## config.mk

```make
export PLATFORM = sky130hd
export DESIGN_NAME = issue_scheduler_flat
export DESIGN_NICKNAME = d
export VERILOG_FILES = /design/src/rtl/issue_scheduler_pkg.sv /design/src/rtl/issue_scheduler_if.sv /design/src/rtl/issue_scheduler_cdb_reservation_shifter.sv /design/src/rtl/issue_scheduler.sv /design/src/flat_wrapper.sv
export SDC_FILE = /design/constraint.sdc
export NUM_CORES = 1
export LEC_CHECK = 0
export CORE_UTILIZATION = 51
export DETAILED_ROUTE_END_ITERATION = 12
export GPL_TIMING_DRIVEN = 0
export PLACE_DENSITY = 0.76
export SLEW_MARGIN = 20
export SYNTH_ARGS = -nofsm -noshare
export SYNTH_HDL_FRONTEND = slang
export SYNTH_SLANG_ARGS = --single-unit
```

## constraint.sdc

```tcl
create_clock -name clk_i -period 2.05 [get_ports clk_i]
set_input_delay 0.5125 -clock clk_i [delete_from_list [all_inputs] [get_ports clk_i]]
set_output_delay 0.5125 -clock clk_i [all_outputs]
set_load 0.005 [all_outputs]
```

## src/rtl/issue_scheduler_pkg.sv

```systemverilog
// ----------------------------------------------------------------------------
// issue_scheduler_pkg
// Shared definitions for the issue scheduler:
//   owner_e        : 2-bit CDB owner codes (none / int / mul / div)
//   DEF_*          : default execution latencies and starvation threshold
//   CNT_W          : width of the divider countdown and integer wait counters
// ----------------------------------------------------------------------------
package issue_scheduler_pkg;

  typedef enum logic [1:0] {
    OWN_NONE = 2'd0,
    OWN_INT  = 2'd1,
    OWN_MUL  = 2'd2,
    OWN_DIV  = 2'd3
  } owner_e;

  localparam int DEF_INT_LAT      = 1;
  localparam int DEF_MUL_LAT      = 4;
  localparam int DEF_DIV_LAT      = 8;
  localparam int DEF_STARVE_LIMIT = 3;

  // Both the divider countdown (max DIV_LAT-1 <= 14) and the saturating
  // integer wait counter fit in 4 bits.
  localparam int CNT_W = 4;

endpackage

```

## src/rtl/issue_scheduler_if.sv

```systemverilog
// ----------------------------------------------------------------------------
// issue_scheduler_if
// Handshake bundle between the issue queues / ROB (master side) and the
// issue scheduler (slave side).
//   int_ready, mul_ready, div_ready : queue holds an issuable entry
//   flush_valid                     : ROB flush, clears all scheduling state
//   issue_int, issue_mul, issue_div : same-cycle issue grants
//   cdb_owner_valid, cdb_owner      : unit writing the CDB this cycle
//   div_busy                        : divider occupied
//   int_starved                     : integer starvation priority active
// ----------------------------------------------------------------------------
interface issue_scheduler_if;
  import issue_scheduler_pkg::*;

  logic       int_ready;
  logic       mul_ready;
  logic       div_ready;
  logic       flush_valid;
  logic       issue_int;
  logic       issue_mul;
  logic       issue_div;
  logic       cdb_owner_valid;
  logic [1:0] cdb_owner;
  logic       div_busy;
  logic       int_starved;

  modport master (
    output int_ready, mul_ready, div_ready, flush_valid,
    input  issue_int, issue_mul, issue_div,
    input  cdb_owner_valid, cdb_owner, div_busy, int_starved
  );

  modport slave (
    input  int_ready, mul_ready, div_ready, flush_valid,
    output issue_int, issue_mul, issue_div,
    output cdb_owner_valid, cdb_owner, div_busy, int_starved
  );

endinterface

```

## src/rtl/issue_scheduler_cdb_reservation_shifter.sv

```systemverilog
// ----------------------------------------------------------------------------
// cdb_reservation_shifter
// Future-occupancy map of the common data bus. Entry i holds the owner of the
// CDB i cycles from now; entry 0 is the current owner. The map shifts down by
// one every cycle and accepts one reservation per cycle.
// Ports:
//   clk_i, rst_i  : clock, asynchronous active-high reset
//   flush_i       : synchronous clear of every reservation
//   wr_owner_i    : owner to reserve (OWN_NONE = no write); the target entry
//                   is implied by that owner's latency
//   owner_o       : current CDB owner (entry 0, registered)
//   int_free_o    : CDB slot INT_LAT cycles ahead is free
//   mul_free_o    : CDB slot MUL_LAT cycles ahead is free
//   div_free_o    : CDB slot DIV_LAT cycles ahead is free
// ----------------------------------------------------------------------------
module cdb_reservation_shifter
  import issue_scheduler_pkg::*;
#(
  parameter int INT_LAT = DEF_INT_LAT,
  parameter int MUL_LAT = DEF_MUL_LAT,
  parameter int DIV_LAT = DEF_DIV_LAT
) (
  input  logic       clk_i,
  input  logic       rst_i,
  input  logic       flush_i,
  input  logic [1:0] wr_owner_i,
  output logic [1:0] owner_o,
  output logic       int_free_o,
  output logic       mul_free_o,
  output logic       div_free_o
);

  logic [DIV_LAT:0][1:0] rsv_q;
  logic [DIV_LAT:0][1:0] rsv_d;

  genvar gi;
  generate
    for (gi = 0; gi <= DIV_LAT; gi++) begin : g_slot
      logic [1:0] shifted;
      logic       wr_hit;

      if (gi == DIV_LAT) begin : g_top
        assign shifted = OWN_NONE;
      end else begin : g_mid
        assign shifted = rsv_q[gi+1];
      end

      // A unit with latency L is looked up at entry L this cycle; after the
      // shift that same slot sits at L-1, so the reservation lands there.
      // The lookup already proved it free, so this never clobbers a live entry.
      assign wr_hit = ((wr_owner_i == OWN_INT) && (gi == INT_LAT - 1)) ||
                      ((wr_owner_i == OWN_MUL) && (gi == MUL_LAT - 1)) ||
                      ((wr_owner_i == OWN_DIV) && (gi == DIV_LAT - 1));

      assign rsv_d[gi] = flush_i ? OWN_NONE : (wr_hit ? wr_owner_i : shifted);
    end
  endgenerate

  always_ff @(posedge clk_i or posedge rst_i) begin
    if (rst_i) begin
      rsv_q <= '0;
    end else begin
      rsv_q <= rsv_d;
    end
  end

  assign owner_o    = rsv_q[0];
  assign int_free_o = (rsv_q[INT_LAT] == OWN_NONE);
  assign mul_free_o = (rsv_q[MUL_LAT] == OWN_NONE);
  assign div_free_o = (rsv_q[DIV_LAT] == OWN_NONE);

endmodule

```

## src/rtl/issue_scheduler.sv

```systemverilog
// ----------------------------------------------------------------------------
// issue_scheduler
// Issue-stage arbiter. Each cycle grants at most one of the integer, multiply
// and divide queues, reserving the CDB slot at that unit's fixed latency so
// results never collide, and reports the current CDB owner.
// Ports:
//   clk_i  : clock, rising edge
//   rst_i  : asynchronous active-high reset
//   bus    : issue_scheduler_if.slave (readies and flush in; grants,
//            CDB owner, div_busy and int_starved out)
// ----------------------------------------------------------------------------
module issue_scheduler
  import issue_scheduler_pkg::*;
#(
  parameter int INT_LAT      = DEF_INT_LAT,
  parameter int MUL_LAT      = DEF_MUL_LAT,
  parameter int DIV_LAT      = DEF_DIV_LAT,
  parameter int STARVE_LIMIT = DEF_STARVE_LIMIT
) (
  input  logic             clk_i,
  input  logic             rst_i,
  issue_scheduler_if.slave bus
);

  localparam logic [CNT_W-1:0] DIV_RELOAD = CNT_W'(DIV_LAT - 1);
  localparam logic [CNT_W-1:0] STARVE_TH  = CNT_W'(STARVE_LIMIT);
  localparam logic [CNT_W-1:0] WAIT_MAX   = '1;

  logic [CNT_W-1:0] div_cnt_q, div_cnt_d;
  logic [CNT_W-1:0] int_wait_q, int_wait_d;

  logic [1:0] cur_owner;
  logic       int_free, mul_free, div_free;
  logic       div_busy, int_starved;
  logic       elig_int, elig_mul, elig_div;
  logic       grant_int, grant_mul, grant_div;
  logic [1:0] wr_owner;

  cdb_reservation_shifter #(
    .INT_LAT (INT_LAT),
    .MUL_LAT (MUL_LAT),
    .DIV_LAT (DIV_LAT)
  ) u_rsv (
    .clk_i      (clk_i),
    .rst_i      (rst_i),
    .flush_i    (bus.flush_valid),
    .wr_owner_i (wr_owner),
    .owner_o    (cur_owner),
    .int_free_o (int_free),
    .mul_free_o (mul_free),
    .div_free_o (div_free)
  );

  assign div_busy    = (div_cnt_q != '0);
  assign int_starved = (int_wait_q >= STARVE_TH);

  assign elig_int = bus.int_ready & int_free;
  assign elig_mul = bus.mul_ready & mul_free & ~int_starved;
  assign elig_div = bus.div_ready & div_free & ~div_busy & ~int_starved;

  // Starvation makes integer the sole candidate; otherwise the longest
  // latency unit wins, since its slot is the hardest to find free again.
  // Reset is included so grants stay low for the whole reset window.
  always_comb begin
    grant_int = 1'b0;
    grant_mul = 1'b0;
    grant_div = 1'b0;
    if (!rst_i && !bus.flush_valid) begin
      if (int_starved) begin
        grant_int = elig_int;
      end else if (elig_div) begin
        grant_div = 1'b1;
      end else if (elig_mul) begin
        grant_mul = 1'b1;
      end else if (elig_int) begin
        grant_int = 1'b1;
      end
    end
  end

  always_comb begin
    wr_owner = OWN_NONE;
    if (grant_div) begin
      wr_owner = OWN_DIV;
    end else if (grant_mul) begin
      wr_owner = OWN_MUL;
    end else if (grant_int) begin
      wr_owner = OWN_INT;
    end
  end

  // Divider countdown: reload on issue, decrement to zero and hold.
  always_comb begin
    div_cnt_d = div_cnt_q;
    if (bus.flush_valid) begin
      div_cnt_d = '0;
    end else if (grant_div) begin
      div_cnt_d = DIV_RELOAD;
    end else if (div_cnt_q != '0) begin
      div_cnt_d = div_cnt_q - 1'b1;
    end
  end

  // Consecutive cycles the integer queue was ready but not granted.
  always_comb begin
    int_wait_d = int_wait_q;
    if (bus.flush_valid || !bus.int_ready || grant_int) begin
      int_wait_d = '0;
    end else if (int_wait_q != WAIT_MAX) begin
      int_wait_d = int_wait_q + 1'b1;
    end
  end

  always_ff @(posedge clk_i or posedge rst_i) begin
    if (rst_i) begin
      div_cnt_q  <= '0;
      int_wait_q <= '0;
    end else begin
      div_cnt_q  <= div_cnt_d;
      int_wait_q <= int_wait_d;
    end
  end

  assign bus.issue_int       = grant_int;
  assign bus.issue_mul       = grant_mul;
  assign bus.issue_div       = grant_div;
  assign bus.cdb_owner       = cur_owner;
  assign bus.cdb_owner_valid = (cur_owner != OWN_NONE) & ~bus.flush_valid;
  assign bus.div_busy        = div_busy;
  assign bus.int_starved     = int_starved;

endmodule

```

## src/flat_wrapper.sv

```systemverilog
// flat-port wrapper written by rule: the top's interface ports become plain ports
module issue_scheduler_flat import issue_scheduler_pkg::*;
#(
  parameter int INT_LAT      = DEF_INT_LAT,
  parameter int MUL_LAT      = DEF_MUL_LAT,
  parameter int DIV_LAT      = DEF_DIV_LAT,
  parameter int STARVE_LIMIT = DEF_STARVE_LIMIT
)
  (clk_i, rst_i, bus_int_ready, bus_mul_ready, bus_div_ready, bus_flush_valid, bus_issue_int, bus_issue_mul, bus_issue_div, bus_cdb_owner_valid, bus_cdb_owner, bus_div_busy, bus_int_starved);
  issue_scheduler_if bus_i ();
  input  logic clk_i;
  input  logic rst_i;
  input wire logic [$bits(bus_i.int_ready)-1:0] bus_int_ready;
  input wire logic [$bits(bus_i.mul_ready)-1:0] bus_mul_ready;
  input wire logic [$bits(bus_i.div_ready)-1:0] bus_div_ready;
  input wire logic [$bits(bus_i.flush_valid)-1:0] bus_flush_valid;
  output wire logic [$bits(bus_i.issue_int)-1:0] bus_issue_int;
  output wire logic [$bits(bus_i.issue_mul)-1:0] bus_issue_mul;
  output wire logic [$bits(bus_i.issue_div)-1:0] bus_issue_div;
  output wire logic [$bits(bus_i.cdb_owner_valid)-1:0] bus_cdb_owner_valid;
  output wire logic [$bits(bus_i.cdb_owner)-1:0] bus_cdb_owner;
  output wire logic [$bits(bus_i.div_busy)-1:0] bus_div_busy;
  output wire logic [$bits(bus_i.int_starved)-1:0] bus_int_starved;
  assign bus_i.int_ready = bus_int_ready;
  assign bus_i.mul_ready = bus_mul_ready;
  assign bus_i.div_ready = bus_div_ready;
  assign bus_i.flush_valid = bus_flush_valid;
  assign bus_issue_int = bus_i.issue_int;
  assign bus_issue_mul = bus_i.issue_mul;
  assign bus_issue_div = bus_i.issue_div;
  assign bus_cdb_owner_valid = bus_i.cdb_owner_valid;
  assign bus_cdb_owner = bus_i.cdb_owner;
  assign bus_div_busy = bus_i.div_busy;
  assign bus_int_starved = bus_i.int_starved;
  issue_scheduler #(.INT_LAT(INT_LAT), .MUL_LAT(MUL_LAT), .DIV_LAT(DIV_LAT), .STARVE_LIMIT(STARVE_LIMIT)) u_core (.clk_i(clk_i), .rst_i(rst_i), .bus(bus_i));
endmodule
```

==> out/results.tsv <==
metric	value	unit
status	finished, violations left	
failing checks	negative setup slack	
static leakage	0.675	nW
Min Hold Slack	0.465	ns
Core ar.	0.00173	sq mm
Seq/Total Area, Yosys	0.533	
VDD IR max	0.000686	V
DRC viols	0	
Pwr per Cell Area	1010	mW/mm^2
type of origin of the critical path	flip-flop	
H-tree Lvls	1	
GR Overflow Total	0	
hold_buf cts	0	
DP Worst Slack	-0.823	ns
post-placement cell count	120	
Relative slew margins	0.481	
first-pass GRT wire length	3.55	mm
die height	44.9	microns
Peak Freq	0.465	GHz
Final ANT Viol Nets	0	
Mapped Nets	91	
CTS buffer count	3	
die width	44.9	microns
Worst-Margin Slew	0.778	ns
Via-to-Cell Ratio	5.21	
drt pass-1 iters	4	
Total Power	1.36	mW
post-placement cell area	0.00110	sq mm
Yosys warnings	0	
Tot GR Track Use	0.255	
Internal	0.942	mW
setup ws final	-0.103	ns
DIE AREA	0.00202	sq mm
Crit Path Class	reg -> out	
Clock Pin Slew Worst Setup and Hold Paths	0.11	ns
cell taking the most area after synthesis	dfrtp_1	
row cnt	15	
RSZ-0062 raised after global routing	yes	
# fillers	109	
worst-skew pair later-pin latency	0.30	ns
clk sink count	20	
Post-synth top cells	dfrtp_1, nor2b_1, nor2_1, inv_1, a211oi_1	
Critical Path Most Common Cell	buf_6	
Max Slew Vio Count	0	
Worst Path Buf+Inv	3	
crit-path leading delay family	flip-flops	
detailed placement HPWL	1.22	mm
FF+latch count, synth	20	
Layout Area Growth over Synthesis	43.7	%
Max-Cap Viols	0	
CTS root buffer	clkbuf_4	
fin nets	130	
Syn Inst Count	82	
wire per inst	15.3	microns
filler-free cell count of the finished design	145	
vias in the first global route	756	
fin crit share	1.05	
Tmin final	2.15	ns
Post-Syn Area per Cell	11.5	sq um
initial core utilization	0.544	
CP max FO	3	
combinational share of power	0.477	
Final Skew	0.00256	ns
layout cell share with drive strength beyond 1	0.392	
Post-synth EDFFs	0	
crit-path max cell delay	0.40	ns
Clk network pwr share	0.171	
Distinct cells, synth	31	
final setup fails	4	
asr flop ratio synth	1.00	
Post-synth top flop	dfrtp_1	
Slowest cell on crit path	dfrtp_1	
Synth top area share	0.533	
Iteration-0 DRC Markers	10	
Max clock buf depth	2	
PortBufs	13	
IO Pins	14	
Net Sw Power	0.416	mW
sequence of cells on the critical path	inv_2 -> ha_4 -> and4bb_4 -> buf_6 -> o21ai_4 -> and2_4 -> buf_6	
antenna violations before repair	0	
Total Wirelength	2.22	mm
CTS tree	built	
final hold vios	0	
RePlAce Congestion	0.692	
switch share	0.306	
Seq pwr share	0.352	
most frequent cell after synthesis	dfrtp_1	
Crit. End Element	primary output	
Worst Path Required	1.54	ns
Area contributors post-synth	dfrtp_1, nor2b_1, ha_1	
worst min-delay path class	in -> reg	
diode count	0	
routed via count	756	
Layout Cell Area excl Fill	0.00135	sq mm
maximum number of pins on one net before global-route repair	23	
Cell Area, Synth	940	sq um
Arrival @ worst endpoint	1.64	ns
## power groups by stage
| stage | logic (mW) | registers [mW] | clock network, mW |
|---|---|---|---|
| after floorplan | 0.282 | 0.475 | 0 |
| after global placement | 0.367 | 0.483 | 0 |
| after detailed placement | 0.384 | 0.485 | 0 |
| after CTS | 0.584 | 0.475 | 0.231 |
| after global routing | 0.696 | 0.483 | 0.253 |
| final | 0.648 | 0.478 | 0.232 |
## cell usage in the layout (no fill, tap or decap), types with 2 or more instances in the layout
cell type         n
nor2b_1           9
buf_4            21
nand2b_1          2
clkdlybuf4s50_1   5
mux2i_1           3
clkbuf_8          2
nand3_1           3
a211oi_1          4
nor2_1            5
inv_2             2
dlygate4sd2_1     3
dfrtp_1          20
nand3b_1          2
ha_4              2
and3_1            2
buf_2             3
buf_6             3
inv_1             3
clkbuf_4          3
## metal layers
metal	GRT usage	part of all wire
met5	0	0
met2	0.420	0.52
met4	0.0727	0.010
met3	0.0360	0.020
met1	0.354	0.44
## path summary, 6_finish.rpt
kind | start | slack (ns) | cells after the start | endpoint
worst min register to register | u_core.u_rsv.g_slot[2].shifted[1]$_DFF_PP0_ | 0.48 | 1 | u_core.u_rsv.g_slot[1].shifted[1]$_DFF_PP0_
worst max-delay path | u_core.div_cnt_q[1]$_DFFE_PP0P_ | -0.10 | 7 | bus_issue_int
worst min-delay path | bus_flush_valid | 0.47 | 2 | u_core.u_rsv.g_slot[3].shifted[0]$_DFF_PP0_
max in group asynchronous | rst_i | 1.05 | 2 | u_core.int_wait_q[3]$_DFFE_PP0P_
min in group asynchronous | rst_i | 0.52 | 2 | u_core.u_rsv.g_slot[4].shifted[0]$_DFF_PP0_
worst max register to register | u_core.div_cnt_q[1]$_DFFE_PP0P_ | 0.26 | 7 | u_core.div_cnt_q[1]$_DFFE_PP0P_
## cells by family after synthesis
group / Yosys count / synth area share
flops: 20 / 0.533
fa+ha+maj: 3 / 0.0400
compound gates: 12 / 0.0985
buf+inv: 7 / 0.0280
xor+xnor: 1 / 0.00932
simple gates: 35 / 0.244
mux: 4 / 0.0479
## final cells by class
type	count	area, sq um	area share
Timing Repair Buffer	35	283	0.209
Tap cell	25	31.3	0.0232
Sequential cell	20	500	0.371
Buffer	1	13.8	0.0102
Clock buffer	4	36.3	0.0269
Multi-Input combinational cell	55	467	0.346
Inverter	5	18.8	0.0139
## timing repair
item / 4_1_cts / 5_1_grt
pin swaps: 9 / 3
resized for setup: 40 / 4
setup endpoints to repair: 6 / 5
buffers inserted: 19 / 3
## metrics by stage
| stage | setup TNS, ns | util |
|---|---|---|
| final | -0.241 | 0.782 |
| after global routing | -0.472 | 0.782 |
| after CTS | -0.172 | 0.767 |
| after detailed placement | -2.70 | 0.638 |
| after global placement | -2.39 | 0.638 |
| after floorplan | 0 | - |
## state kept, by name (all words and copies together), names as in the netlist
signal,cells
u_core.div_cnt_q,4
u_core.int_wait_q,4
u_core.u_rsv.g_slot.shifted,10
u_core.u_rsv.owner_o,2
No activity file was read; power rests on OpenSTA's default activity.
